[src/rtl/mem_ctrl_pkg.sv]
// Shared types for the memory controller: length encodings, owner tag and
// the request fields latched at acceptance.
package mem_ctrl_pkg;

  localparam int unsigned DATA_W = 32;
  localparam int unsigned BYTE_W = 8;

  localparam logic [2:0] LEN_B = 3'b001;
  localparam logic [2:0] LEN_H = 3'b010;
  localparam logic [2:0] LEN_W = 3'b100;

  typedef enum logic {
    OWN_IF  = 1'b0,
    OWN_MEM = 1'b1
  } owner_e;

  typedef struct packed {
    owner_e              owner;
    logic [1:0]          last;  // index of the final byte (N-1)
    logic [DATA_W-1:0]   data;
  } req_t;

  // Unsupported length codes fall back to a full word.
  function automatic logic [1:0] len_last(input logic [2:0] len);
    case (len)
      LEN_B:   return 2'd0;
      LEN_H:   return 2'd1;
      default: return 2'd3;
    endcase
  endfunction

endpackage

[src/rtl/mem_ctrl.sv]
// Arbitrates fetch and mem-stage requests onto a byte-wide synchronous RAM,
// serialising word/half/byte accesses into single-byte RAM cycles.
module mem_ctrl
  import mem_ctrl_pkg::*;
#(
  parameter int unsigned ADDR_W = 32
) (
  input  logic              clk,
  input  logic              rst,
  input  logic              if_require_i,
  input  logic [ADDR_W-1:0] if_addr_i,
  output logic              if_busy_o,
  output logic              if_enable_o,
  output logic [31:0]       if_data_o,
  input  logic              mem_require_i,
  input  logic              mem_wr_i,
  input  logic [ADDR_W-1:0] mem_addr_i,
  input  logic [2:0]        mem_length_i,
  input  logic [31:0]       mem_data_i,
  output logic              mem_busy_o,
  output logic              mem_enable_o,
  output logic [31:0]       mem_data_o,
  input  logic [7:0]        ram_din_i,
  output logic [7:0]        ram_dout_o,
  output logic [ADDR_W-1:0] ram_a_o,
  output logic              ram_wr_o
);

  typedef enum logic [1:0] {
    S_IDLE  = 2'd0,
    S_READ  = 2'd1,
    S_WRITE = 2'd2,
    S_DONE  = 2'd3
  } state_e;

  state_e              state_q;
  req_t                req_q;
  logic [1:0]          cnt_q;
  logic                tail_q;
  logic [DATA_W-1:0]   asm_q;
  logic                busy_q;
  logic                if_en_q;
  logic                mem_en_q;
  logic [DATA_W-1:0]   if_data_q;
  logic [DATA_W-1:0]   mem_data_q;
  logic [ADDR_W-1:0]   ram_a_q;
  logic [BYTE_W-1:0]   ram_dout_q;
  logic                ram_wr_q;

  logic [1:0]          cap_idx_d;
  logic                cap_en_d;
  logic [DATA_W-1:0]   asm_d;
  logic [BYTE_W-1:0]   wr_byte_d;

  // RAM data lags its address by one cycle, so capture trails issue by one byte.
  always_comb begin
    cap_idx_d = tail_q ? req_q.last : (cnt_q - 2'd1);
    cap_en_d  = (state_q == S_READ) && (tail_q || (cnt_q != 2'd0));
    asm_d     = asm_q;
    for (int j = 0; j < 4; j++) begin
      if (cap_idx_d == 2'(j)) asm_d[8*j +: 8] = ram_din_i;
    end
  end

  assign wr_byte_d = 8'(req_q.data >> {cnt_q + 2'd1, 3'b000});

  always_ff @(posedge clk) begin
    if (rst) begin
      state_q    <= S_IDLE;
      req_q      <= '0;
      cnt_q      <= '0;
      tail_q     <= 1'b0;
      asm_q      <= '0;
      busy_q     <= 1'b0;
      if_en_q    <= 1'b0;
      mem_en_q   <= 1'b0;
      if_data_q  <= '0;
      mem_data_q <= '0;
      ram_a_q    <= '0;
      ram_dout_q <= '0;
      ram_wr_q   <= 1'b0;
    end else begin
      if_en_q  <= 1'b0;
      mem_en_q <= 1'b0;
      case (state_q)
        S_IDLE: begin
          if (mem_require_i || if_require_i) begin
            req_q <= '{owner: (mem_require_i ? OWN_MEM : OWN_IF),
                       last:  (mem_require_i ? len_last(mem_length_i) : 2'd3),
                       data:  mem_data_i};
            ram_a_q <= mem_require_i ? mem_addr_i : if_addr_i;
            cnt_q   <= '0;
            tail_q  <= 1'b0;
            asm_q   <= '0;
            busy_q  <= 1'b1;
            if (mem_require_i && mem_wr_i) begin
              state_q    <= S_WRITE;
              ram_wr_q   <= 1'b1;
              ram_dout_q <= mem_data_i[7:0];
            end else begin
              state_q <= S_READ;
            end
          end
        end
        S_READ: begin
          if (cap_en_d) asm_q <= asm_d;
          if (tail_q) begin
            state_q <= S_DONE;
            if (req_q.owner == OWN_MEM) begin
              mem_en_q   <= 1'b1;
              mem_data_q <= asm_d;
            end else begin
              if_en_q   <= 1'b1;
              if_data_q <= asm_d;
            end
          end else if (cnt_q == req_q.last) begin
            tail_q  <= 1'b1;
            ram_a_q <= '0;
          end else begin
            cnt_q   <= cnt_q + 2'd1;
            ram_a_q <= ram_a_q + ADDR_W'(1);
          end
        end
        S_WRITE: begin
          if (cnt_q == req_q.last) begin
            state_q    <= S_DONE;
            ram_wr_q   <= 1'b0;
            ram_a_q    <= '0;
            ram_dout_q <= '0;
            mem_en_q   <= 1'b1;
          end else begin
            cnt_q      <= cnt_q + 2'd1;
            ram_a_q    <= ram_a_q + ADDR_W'(1);
            ram_dout_q <= wr_byte_d;
          end
        end
        S_DONE: begin
          state_q <= S_IDLE;
          busy_q  <= 1'b0;
        end
        default: begin
          state_q <= S_IDLE;
          busy_q  <= 1'b0;
        end
      endcase
    end
  end

  assign if_busy_o    = busy_q;
  assign mem_busy_o   = busy_q;
  assign if_enable_o  = if_en_q;
  assign mem_enable_o = mem_en_q;
  assign if_data_o    = if_data_q;
  assign mem_data_o   = mem_data_q;
  assign ram_a_o      = ram_a_q;
  assign ram_dout_o   = ram_dout_q;
  assign ram_wr_o     = ram_wr_q;

endmodule

[config.mk]
export PLATFORM = sky130hd
export DESIGN_NAME = mem_ctrl
export DESIGN_NICKNAME = d
export VERILOG_FILES = /design/src/rtl/mem_ctrl_pkg.sv /design/src/rtl/mem_ctrl.sv
export SDC_FILE = /design/constraint.sdc
export NUM_CORES = 1
export LEC_CHECK = 0
export CAP_MARGIN = 10
export CORE_AREA = 2 2 203 145
export CTS_CLUSTER_DIAMETER = 60
export DETAILED_ROUTE_END_ITERATION = 7
export DIE_AREA = 0 0 205 147
export PLACE_DENSITY = 0.52
export SYNTH_ARGS = -nofsm -noshare
export SYNTH_HDL_FRONTEND = slang
export SYNTH_SLANG_ARGS = --single-unit
[constraint.sdc]
create_clock -name clk -period 6.98 [get_ports clk]
set_input_delay 1.745 -clock clk [delete_from_list [all_inputs] [get_ports clk]]
set_output_delay 1.745 -clock clk [all_outputs]
set_load 0.005 [all_outputs]
* Word-level counts from Yosys, hierarchy flattened *
Index checks and enable logic that the tools add are counted.

word-level totals
  flip-flop bits (word level) = 180
  input port bits = 112
  logic and storage cells = 102

cells by class
  add/sub/neg operators = 3
  equal/unequal tests = 15
  shift-type cells = 1
  multiplexer cells = 43
  bitwise gates (word level) = 3
  reductions and logical operators = 22

operator list
  operator               count
  $mux 32                6
  $pmux 32 s3            1
  $pmux 32 s2            1
  $mux 8                 7
  $add 32x1->32 const B  1
  $shr 32x5->8           1
  $mux 2                 9
  $reduce_and 3->1       6
  $pmux 8 s2             1
  $ne 2x2->1 const B     6
  $mux 1                 11
  $eq 2x2->1 const B     4
  $pmux 1 s2             4
  $pmux 2 s4             1
  $reduce_bool 2->1      4
  $pmux 2 s3             1
  $reduce_and 2->1       3
  $eq 2x1->1 const B     2
  $logic_not 2->1        2
  $pmux 2 s2             1
  $reduce_and 4->1       1
  $eq 3x1->1 const B     1
  $eq 3x2->1 const B     1
  $not 1->1              3
  7 further kinds        9

* Depth between registers and ports, before layout *
Gate-level depths: netlist of the first run.

  word-level depth = 6
  mapped depth = 10
  mapped depth without buffers = 7

* Least setup slack after synthesis of the first run *
No wires, ideal clock.

  path kind = in2reg
  from = input port mem_require_i
  to = register ram_a_q[24], in the netlist ram_a_o[24]
  library setup time = 0.135 ns
  arrival time = 3.094 ns
  data required time = 6.845 ns
  setup slack = 3.751 ns
  cell stages on the path = 7
  path buffers = 3
  path through = clkbuf_1 > or3b_1 > and2_1 > clkbuf_1 > clkbuf_1 > nand2_1 > o22ai_1

on the way
  longest elaborated chain between the ends = 3
  elaborated cells between the ends (all ways) = 6
  those cells by class = eq/ne (1); mux (3); reduce/logical (2)

ends and longest elaborated chain
  item                                             RTL line                        source
  start, declared                                  mem_ctrl.sv:15                  input logic mem_require_i,
  $mux 32 or $logic_or 1x1->1 (tied branches)      mem_ctrl.sv:91, mem_ctrl.sv:87
  $mux 32 or $ne 2x2->1 (tied branches)            --
  $pmux 32 s3 or $reduce_and 3->1 (tied branches)  --
  end signal, assigned                             mem_ctrl.sv:91                  ram_a_q <= mem_require_i ? mem_addr_i : if_addr_i;
  end signal, assigned                             mem_ctrl.sv:121                 ram_a_q <= ram_a_q + ADDR_W'(1);
  end signal, assigned                             mem_ctrl.sv:133                 ram_a_q <= ram_a_q + ADDR_W'(1);
  end, declared                                    mem_ctrl.sv:46                  logic [ADDR_W-1:0] ram_a_q;

Parallel ways exist; a longest one is shown, timed or not. The select of a mux whose other input is x is not followed.
A chain may end at the register's enable or synchronous reset.

* Worst setup path after layout of the first run *
  from = input port mem_require_i
  to = register ram_a_q[14], in the netlist ram_a_o[14]

The elaborated chain is that of the path after synthesis.

==> results of run 1 <==
cells by family (layout without fill, tap and decap cells):
| kind of cell | after synthesis | after routing | synth area share [%] |
|---|---|---|---|
| AO/OA/AOI/OAI | 268 | 268 | 22.2 |
| adder cells (fa/ha/maj) | 7 | 7 | 1.05 |
| XOR/XNOR | 3 | 3 | 0.316 |
| multiplexers | 74 | 74 | 10.1 |
| AND/OR/NAND/NOR | 327 | 327 | 18.0 |
| flip-flops | 180 | 180 | 43.3 |
| buffers and inverters | 103 | 281 | 5.01 |
cells in the mapped netlist (all sizes together) (6+ instances only):
| cell | instances |
|---|---|
| nor3 | 14 |
| o311ai | 7 |
| nand4 | 8 |
| inv | 14 |
| ha | 7 |
| o22ai | 10 |
| mux4 | 8 |
| a21o | 6 |
| mux2i | 63 |
| nor2b | 14 |
| o21ai | 25 |
| nand2 | 98 |
| buf | 22 |
| clkbuf | 66 |
| o32ai | 8 |
| a31oi | 14 |
| and3 | 10 |
| a211oi | 74 |
| a32oi | 32 |
| dfxtp | 180 |
| a21oi | 65 |
| nor2 | 143 |
| nand3 | 15 |
flip-flops by register name (all words and copies together) (netlist names), 2 cells and up:
signal / count
ram_a_o: 32
mem_data_o: 32
if_data_o: 32
cnt_q: 2
asm_q: 32
req_q: 35
state_q: 2
ram_dout_o: 8
per-stage QoR:
stage | util (%) | instance area [µm²] | total power (µW) | instances
floorplan | - | 8320 | 2260 | 962
global placement | 37.9 | 10800 | 2850 | 1485
detailed placement | 37.9 | 10800 | 2850 | 1485
CTS | 40.1 | 11400 | 3880 | 1517
global route | 40.1 | 11400 | 4080 | 1518
finish | 40.1 | 11400 | 3840 | 1518
layer usage:
metal | share of wire (%) | global-route usage (%) | vias up
met5 | 0 | 0 | -
met4 | 0.76 | 3.60 | 0
met3 | 6.3 | 4.41 | 13
met2 | 40 | 24.0 | 232
met1 | 53 | 27.4 | 3666
li1 | - | - | 3854
power by group through the flow:
| stage | registers [µW] | logic, µW | clock network (µW) |
|---|---|---|---|
| after CTS | 1400 | 1440 | 1040 |
| after global placement | 1420 | 1420 | 0 |
| final | 1400 | 1430 | 1010 |
| after global routing | 1430 | 1570 | 1090 |
| after floorplan | 1360 | 894 | 0 |
| after detailed placement | 1420 | 1430 | 0 |
path summary, 6_finish.rpt:
path              slack [ns]                        to  cells past startpoint                   from
setup / recovery        3.06  ram_a_o[14]$_SDFFE_PP0P_                      7          mem_require_i
hold / removal          0.45     req_q[7]$_SDFFE_PP0P_                      2  req_q[7]$_SDFFE_PP0P_
setup reg to reg        3.79     asm_q[9]$_SDFFE_PP0P_                      6  cnt_q[0]$_SDFFE_PP0P_
hold reg to reg         0.45     req_q[7]$_SDFFE_PP0P_                      2  req_q[7]$_SDFFE_PP0P_
critical path: cells and delay by family:
kind | cells | cell delay, ns
buffers and inverters | 2 | 0.59
AND/OR/NAND/NOR | 4 | 1.78
AO/OA/AOI/OAI | 1 | 0.16
final cells by class:
class                   instances  area share, %
multi-input cells             679           38.0
clock buffers                  18           3.77
flip-flops and latches        180           31.7
repair buffers                234           20.3
inverters                      15          0.495
clock inverters                14           1.55
well taps                     378           4.16
==> impl_results.md, run 1 <==
* Hold/Removal Path Class: register to register
* Final Cycle Share at 56.2%
* Worst-path clk slew at 0.07 ns
* Vias at 7765
* Clock Skews at 0.0108 ns
* Syn nets at 1081
* Number of synthesized flops with an enable pin at 0
* WL/cell at 17.5 µm
* Internal power at 2390 µW
* Post-CTS Setup Bufs at 0
* Initial antenna violation count at 0
* Critical Path Start Type: input pin
* Leakage at 0.00390 µW
* Die Wd at 205 µm
* Syn_area_per_cell at 8.65 µm²
* DRT Pass-1 Iters at 5
* Max_cap viols at 0
* CTS root buffer: clkbuf_16
* First-pass GRT wire length at 41600 µm
* Hold WS at 0.453 ns
* Sequential share of the synthesized area at 43.3%
* Synth top area cells: dfxtp_1 43%, mux2i_1 7.6%, a211oi_1 6.7%
* ANT cells at 0
* Max Freq at 255 MHz
* Synthesized area at 0.00832 mm²
* CTS HTree Levels at 4
* Layout cell share with drive strength beyond 1 at 6.75%
* Clock Sinks at 180
* Most common cell after layout, fill and taps aside: clkdlybuf4s50_1
* Min cycle time layout at 3.92 ns
* Crit-path cells: buf_2, buf_4, or3b_1, and2_1, nand2_1, or4_1, a31oi_1
* Kind of critical path: input pin to register
* I/O pin count at 221
* GR Overflow Total at 0
* Area of the multi-input gates at 0.00432 mm²
* Post-Syn Instances at 962
* Final ANT Viol Nets at 0
* Fin. max-slew vios at 0
* DP Wirelength at 18200 µm
* Synth cell types at 63
* Setup total negative slack at 0 ns
* Drt via density at 5.12
* Placer Congestion at 0.804
* Relative slew slack at 32.7%
* Synth area leader: dfxtp_1
* Initial core utilization at 29.3%
* Row cnt at 52
* Slowest-stage cell, CP: and2_1
* Slowest cell delay on critical path at 0.72 ns
* Critical Path RT at 7.34 ns
* Final wirelength at 26600 µm
* Setup Viol. Count Final at 0
* Switch share at 37.6%
* Nets at 1246
* Final WS setup at 3.06 ns
* Kind of end point of the critical path: register
* Commonest non-fill, non-tap cells in the layout: 218 x clkdlybuf4s50_1, 180 x dfxtp_1, 142 x nor2_1
* Core box area at 0.0284 mm²
* RSZ-0062 raised after global routing: false
* Reg area at 0.00360 mm²
* DP Worst Slack at 2.57 ns
* Full die area at 0.0301 mm²
* CTS Hold Buffers Added at 0
* Post-synthesis async set-or-reset flop share at 0%
* CTS tree: done
* Switch Pwr at 1440 µW
* Total track usage at 17.6%
* Die height at 147 µm
* Number of global-route vias before repair at 7166
* Tightest Pin Transition at 1.01 ns
* Flop and latch count out of synthesis at 180
* Layout area overhead at 36.6%
* Post-cts sizing count at 0
* Proportion of netlist area held by the largest area contributor at 43.3%
* Clk buf depth at 2
* Worst EP arrival at 4.28 ns
* Final Hold Viols at 0
* Pwr/cell area at 338 mW/mm²
* Combinational Power Share at 37.2%
* Top FF cell, synth: dfxtp_1
* TritonCTS Buffers at 17
* Peak supply drop at 0.000149 V
* Clk_lat worst skew at 0.43 ns
* Max FO, Critical Path at 41
* Synth Warn # at 0
* Status: completed
* Port Buffers at 220
* Fillers at 2891
* DRC at 0
* Clock share of power at 26.3%
* DRT iter0 DRCs at 438
* Sequential cell fraction of total power at 36.5%
* Largest net degree at the start of global routing at 113
(Power assumes the default switching activity.)
==> inputs of run 2 (changes only) <==
Settings changed: PLACE_DENSITY 0.52 to 0.54.
Clock period 6.98 ns to 3.4 ns, I/O delays scaled along.
==> impl_results.md, run 2 (synthesis results as in run 1) <==
* Clk buf depth at 2 (unchanged)
* Clock Skews at 0.0134 ns (+0.00264 ns)
* Relative slew slack at 21.3% (-11 points)
* Commonest non-fill, non-tap cells in the layout: 218 x clkdlybuf4s50_1, 180 x dfxtp_1, 142 x nor2_1
* Layout cell share with drive strength beyond 1 at 7.00% (+0.24 points)
* Pwr/cell area at 690 mW/mm² (+100%)
* DRT Pass-1 Iters at 5 (unchanged)
* Combinational Power Share at 37.9% (+0.7 points)
* Die height at 147 µm (unchanged)
* Max Freq at 397 MHz
* DRT iter0 DRCs at 433 (-1.1%)
* Clock share of power at 25.7% (-0.6 points)
* Switch Pwr at 2980 µW (+110%)
* CTS tree: done
* Core box area at 0.0284 mm² (unchanged)
* Nets at 1250 (+0.32%)
* Post-cts sizing count at 0 (unchanged)
* Fin. max-slew vios at 0 (unchanged)
* Critical Path Start Type: register
* CTS Hold Buffers Added at 0 (unchanged)
* Placed Cells at 1490 (+0.34%)
* Kind of critical path: register to register
* Row cnt at 52 (unchanged)
* Die Wd at 205 µm (unchanged)
* CTS HTree Levels at 4 (unchanged)
* Drt via density at 5.12 (+0.18%)
* Internal power at 4890 µW (+100%)
* Port Buffers at 220 (unchanged)
* GR Overflow Total at 0 (unchanged)
* Leakage at 0.00391 µW (+0.22%)
* TritonCTS Buffers at 17 (unchanged)
* Worst-path clk slew at 0.07 ns (about the same)
* Final ANT Viol Nets at 0 (unchanged)
* CTS root buffer: clkbuf_16
* Peak supply drop at 0.000364 V (+140%)
* Layout area overhead at 37.0%
* Hold/Removal Path Class: register to register
* Sequential cell fraction of total power at 36.4% (about the same)
* WL/cell at 17.7 µm (+1.3%)
* Max_cap viols at 0 (unchanged)
* Clk_lat worst skew at 0.44 ns (about the same)
* Initial core utilization at 29.3% (unchanged)
* Number of global-route vias before repair at 7314 (+2.1%)
* Kind of end point of the critical path: register
* Max FO, Critical Path at 10 (-76%)
* Full die area at 0.0301 mm² (unchanged)
* Status: completed
* Setup total negative slack at 0 ns (unchanged)
* Tightest Pin Transition at 1.18 ns (+0.170 ns)
* First-pass GRT wire length at 42100 µm (+1.2%)
* Final Non-Filler Cells at 1521 (+0.20%)
* ANT cells at 0 (unchanged)
* Switch share at 37.9% (+0.27 points)
* Post-CTS Setup Bufs at 0 (unchanged)
* Clock Sinks at 180 (unchanged)
* Total track usage at 17.8% (+0.25 points)
* RSZ-0062 raised after global routing: false
* Final Cycle Share at 74.0%
* DRC at 0 (unchanged)
* Placer Congestion at 0.814 (+1.2%)
* Final Hold Viols at 0 (unchanged)
* Vias at 7794 (+0.37%)
* Initial antenna violation count at 1 (+1)
* Min cycle time layout at 2.52 ns
* Most common cell after layout, fill and taps aside: clkdlybuf4s50_1
* DP Wirelength at 18900 µm (+3.8%)
* Final wirelength at 27000 µm (+1.5%)
* Setup Viol. Count Final at 0 (unchanged)
* Largest net degree at the start of global routing at 165 (+46%)
* I/O pin count at 221 (unchanged)
* Critical Path RT at 3.76 ns (-3.58 ns)
* Max reg flops at 35 (unchanged)
* Worst EP arrival at 2.88 ns (-1.40 ns)
* Top reg by flops: req_q
[run 2: cell count changes in the layout (fill, tap and decap cells not counted), sizes merged]
cell and change:
buf +4, bufinv -1, clkbuf +1, clkinv -4, inv +1, clkinvlp +2
[run 2: layout make-up]
| type | count | area [µm²] |
|---|---|---|
| tap | 378 | 473 |
| clock inverter | 12 | 145 |
| timing repair buffer | 238 | 2360 |
| multi-input combinational | 679 | 4320 |
| clock buffer | 19 | 443 |
| inverter | 15 | 56.3 |
| fill | 2937 | 17000 |
| sequential | 180 | 3600 |
[run 2: critical path, stage by stage (launching register included)]
cell and delay, ns:
dfxtp_1 0.50, nand2_1 0.12, o2bb2ai_1 0.94, nor2b_1 0.58, a32oi_1 0.18, nor2_1 0.12
[run 2: final timing paths]
kind / startpoint / to / slack (ns) / cells after the start
worst max-delay path: tail_q$_SDFFE_PP0P_ / asm_q[26]$_SDFFE_PP0P_ / 0.88 / 5
worst max register to register: tail_q$_SDFFE_PP0P_ / asm_q[26]$_SDFFE_PP0P_ / 0.88 / 5
worst min register to register: req_q[24]$_SDFFE_PP0P_ / req_q[24]$_SDFFE_PP0P_ / 0.45 / 2
worst min-delay path: req_q[24]$_SDFFE_PP0P_ / req_q[24]$_SDFFE_PP0P_ / 0.45 / 2
[run 2: power by group through the flow]
stage	Sequential, µW	Combinational, µW	Clock [µW]
floorplan	2800	1830	0
global placement	2890	2970	0
detailed placement	2900	2980	0
CTS	2850	3000	2080
global route	2920	3270	2170
finish	2860	2990	2020
[run 2: stage by stage]
stage	cell area [µm²]	power [µW]	setup WS, ns	util [%]	hold WS [ns]
floorplan	8320	4630	1.07	-	0.433
global placement	10800	5860	0.481	38.1	0.441
detailed placement	10800	5880	0.470	38.1	0.446
CTS	11400	7930	0.891	40.2	0.457
global route	11400	8360	0.673	40.2	0.473
finish	11400	7870	0.883	40.2	0.454
[run 2: metal layers]
| metal | share of wire (%) | up-vias | GRT usage (%) |
|---|---|---|---|
| met3 | 6.7 | 27 | 4.39 |
| met5 | 0.041 | - | 0 |
| li1 | - | 3855 | - |
| met4 | 1.0 | 2 | 3.81 |
| met1 | 52 | 3683 | 27.5 |
| met2 | 40 | 227 | 24.6 |
==> inputs of run 3 (changes only) <==
Clock period 3.4 ns to 2 ns, I/O delays scaled along.
==> impl_results.md, run 3 (synthesis results as in run 1) <==
* Status: completed
* Setup Viol. Count Final at 0 (unchanged)
* DRT Pass-1 Iters at 5 (unchanged)
* Placed Cells at 1566 (+5.1%)
* CTS HTree Levels at 4 (unchanged)
* Tightest Pin Transition at 0.537 ns (-0.643 ns)
* Nets at 1331 (+6.5%)
* Kind of critical path: register to primary output
* Relative slew slack at 64.2% (+43 points)
* Max_cap viols at 0 (unchanged)
* WL/cell at 17.7 µm (about the same)
* ANT cells at 0 (unchanged)
* Leakage at 0.00454 µW (+16%)
* Initial core utilization at 29.3% (unchanged)
* Met2 Routed Length at 11700 µm (+7.4%)
* I/O pin count at 221 (unchanged)
* Design area at 0.0124 mm² (+8.8%)
* Worst-path clk slew at 0.07 ns (about the same)
* Critical Path Start Type: register
* Met3 routed WL at 1810 µm (about the same)
* Crit path to: ram_a_o[16]
* CTS tree: done
* Dpl cell area at 0.0116 mm² (+6.9%)
* GR Overflow Total at 0 (unchanged)
* Final Non-Filler Cells at 1602 (+5.3%)
* Pwr/cell area at 1190 mW/mm² (+73%)
* Total track usage at 18.4% (+0.60 points)
* Commonest non-fill, non-tap cells in the layout: 210 x clkdlybuf4s50_1, 166 x dfxtp_1, 142 x nor2_1
* Final ANT Viol Nets at 0 (unchanged)
* Clock Sinks at 180 (unchanged)
* Max Freq at 509 MHz
* CTS Hold Buffers Added at 0 (unchanged)
* Setup total negative slack at 0 ns (unchanged)
* Hold/Removal Path Class: input pin to register
* Peak supply drop at 0.000619 V (+70%)
* Hold WS at 0.337 ns (-0.117 ns)
* Largest net degree at the start of global routing at 107 (-35%)
* Clk_lat worst skew at 0.44 ns (about the same)
* Worst Setup SP: ram_a_o[16]$_SDFFE_PP0P_
* Critical Path RT at 1.50 ns (-2.26 ns)
* Port Buffers at 220 (unchanged)
* First-pass GRT wire length at 43700 µm (+4.0%)
* Final wirelength at 28400 µm (+5.3%)
* TritonCTS Buffers at 17 (unchanged)
* Placer Congestion at 0.804 (-1.2%)
* Kind of end point of the critical path: primary output
* Vias at 8135 (+4.4%)
* DRC at 0 (unchanged)
* Core box area at 0.0284 mm² (unchanged)
* Number of global-route vias before repair at 7835 (+7.1%)
* Final Hold Viols at 0 (unchanged)
* Clk buf depth at 2 (unchanged)
* Full die area at 0.0301 mm² (unchanged)
* Max Used Layer: met5
* Final Cycle Share at 98.3%
* FF-to-FF setup slack at 0.06 ns (-0.82 ns)
* Drt via density at 5.08 (-0.90%)
* DRT iter0 DRCs at 588 (+36%)
* Met1 wire length at 14600 µm (+5.0%)
* Row cnt at 52 (unchanged)
* Die height at 147 µm (unchanged)
* Most common cell after layout, fill and taps aside: clkdlybuf4s50_1
* Worst reg2reg path depth at 8 (+3)
* Layout area overhead at 49.1%
* Initial antenna violation count at 1 (unchanged)
* Worst EP arrival at 1.47 ns (-1.41 ns)
* Reg2reg end: ram_a_o[27]$_SDFFE_PP0P_
* Worst reg2reg startpoint: state_q[0]$_SDFFE_PP0P_
* CTS root buffer: clkbuf_16
* Layout cell share with drive strength beyond 1 at 15.8% (+8.9 points)
* Max reg flops at 35 (unchanged)
* Fin. max-slew vios at 0 (unchanged)
* Top reg by flops: req_q
* Total design power at 14800 µW (+88%)
* Min cycle time layout at 1.97 ns
* Clock Skews at 0.00741 ns (-0.00604 ns)
* Die Wd at 205 µm (unchanged)
* Max FO, Critical Path at 5 (-5)
* DP Wirelength at 19600 µm (+4.1%)
run 3: worst min-delay path by stage:
stage                               end  cells after the start                   start  slack, ns
4_1_cts         ram_a_o[8]$_SDFFE_PP0P_                      2                     rst       0.32
3_3_place_gp     req_q[24]$_SDFFE_PP0P_                      2  req_q[24]$_SDFFE_PP0P_       0.44
6_report       ram_a_o[15]$_SDFFE_PP0P_                      2                     rst       0.34
5_1_grt        ram_a_o[15]$_SDFFE_PP0P_                      2                     rst       0.33
2_1_floorplan    req_q[24]$_SDFFE_PP0P_                      2  req_q[24]$_SDFFE_PP0P_       0.43
3_5_place_dp     req_q[26]$_SDFFE_PP0P_                      2  req_q[26]$_SDFFE_PP0P_       0.45
run 3: metrics by stage:
step                util (%)  worst slack [ns]
global route            43.7           -0.0243
detailed placement      40.7            -0.524
global placement        40.7            -0.414
CTS                     43.0           0.00852
finish                  43.7            0.0337
floorplan                  -           0.00313
run 3: cell type report:
cell class                      instances  area, µm²
Clock buffer                           18        439
Clock inverter                         13        173
Fill cell                            2811      16000
Inverter                               15       61.3
Multi-Input combinational cell        679       4440
Sequential cell                       180       3630
Tap cell                              378        473
Timing Repair Buffer                  319       3190
run 3: worst max-delay path, stage by stage, from the launching register on:
cell,delay (ns)
dfxtp_4,0.38
buf_4,0.13
clkdlybuf4s50_1,0.53
run 3: what timing repair did:
item,in CTS,in global routing
endpoints found under the setup margin,69,112
buffers inserted,0,3
gates cloned,0,2
pin swaps,0,8
resized for setup,14,35
run 3: report_power, final:
part           internal [µW]  total [µW]  leakage, µW  switching, µW
clock                   2020        3560     0.000292           1540
sequential              4220        4750      0.00147            524
combinational           3170        6510      0.00277           3340
total                   9410       14800      0.00454           5410
run 3: per-layer routing:
layer,up-vias,GRT usage (%)
met4,2,3.96
met1,3851,27.7
met3,22,4.48
li1,4012,-
met5,-,0
met2,248,26.4
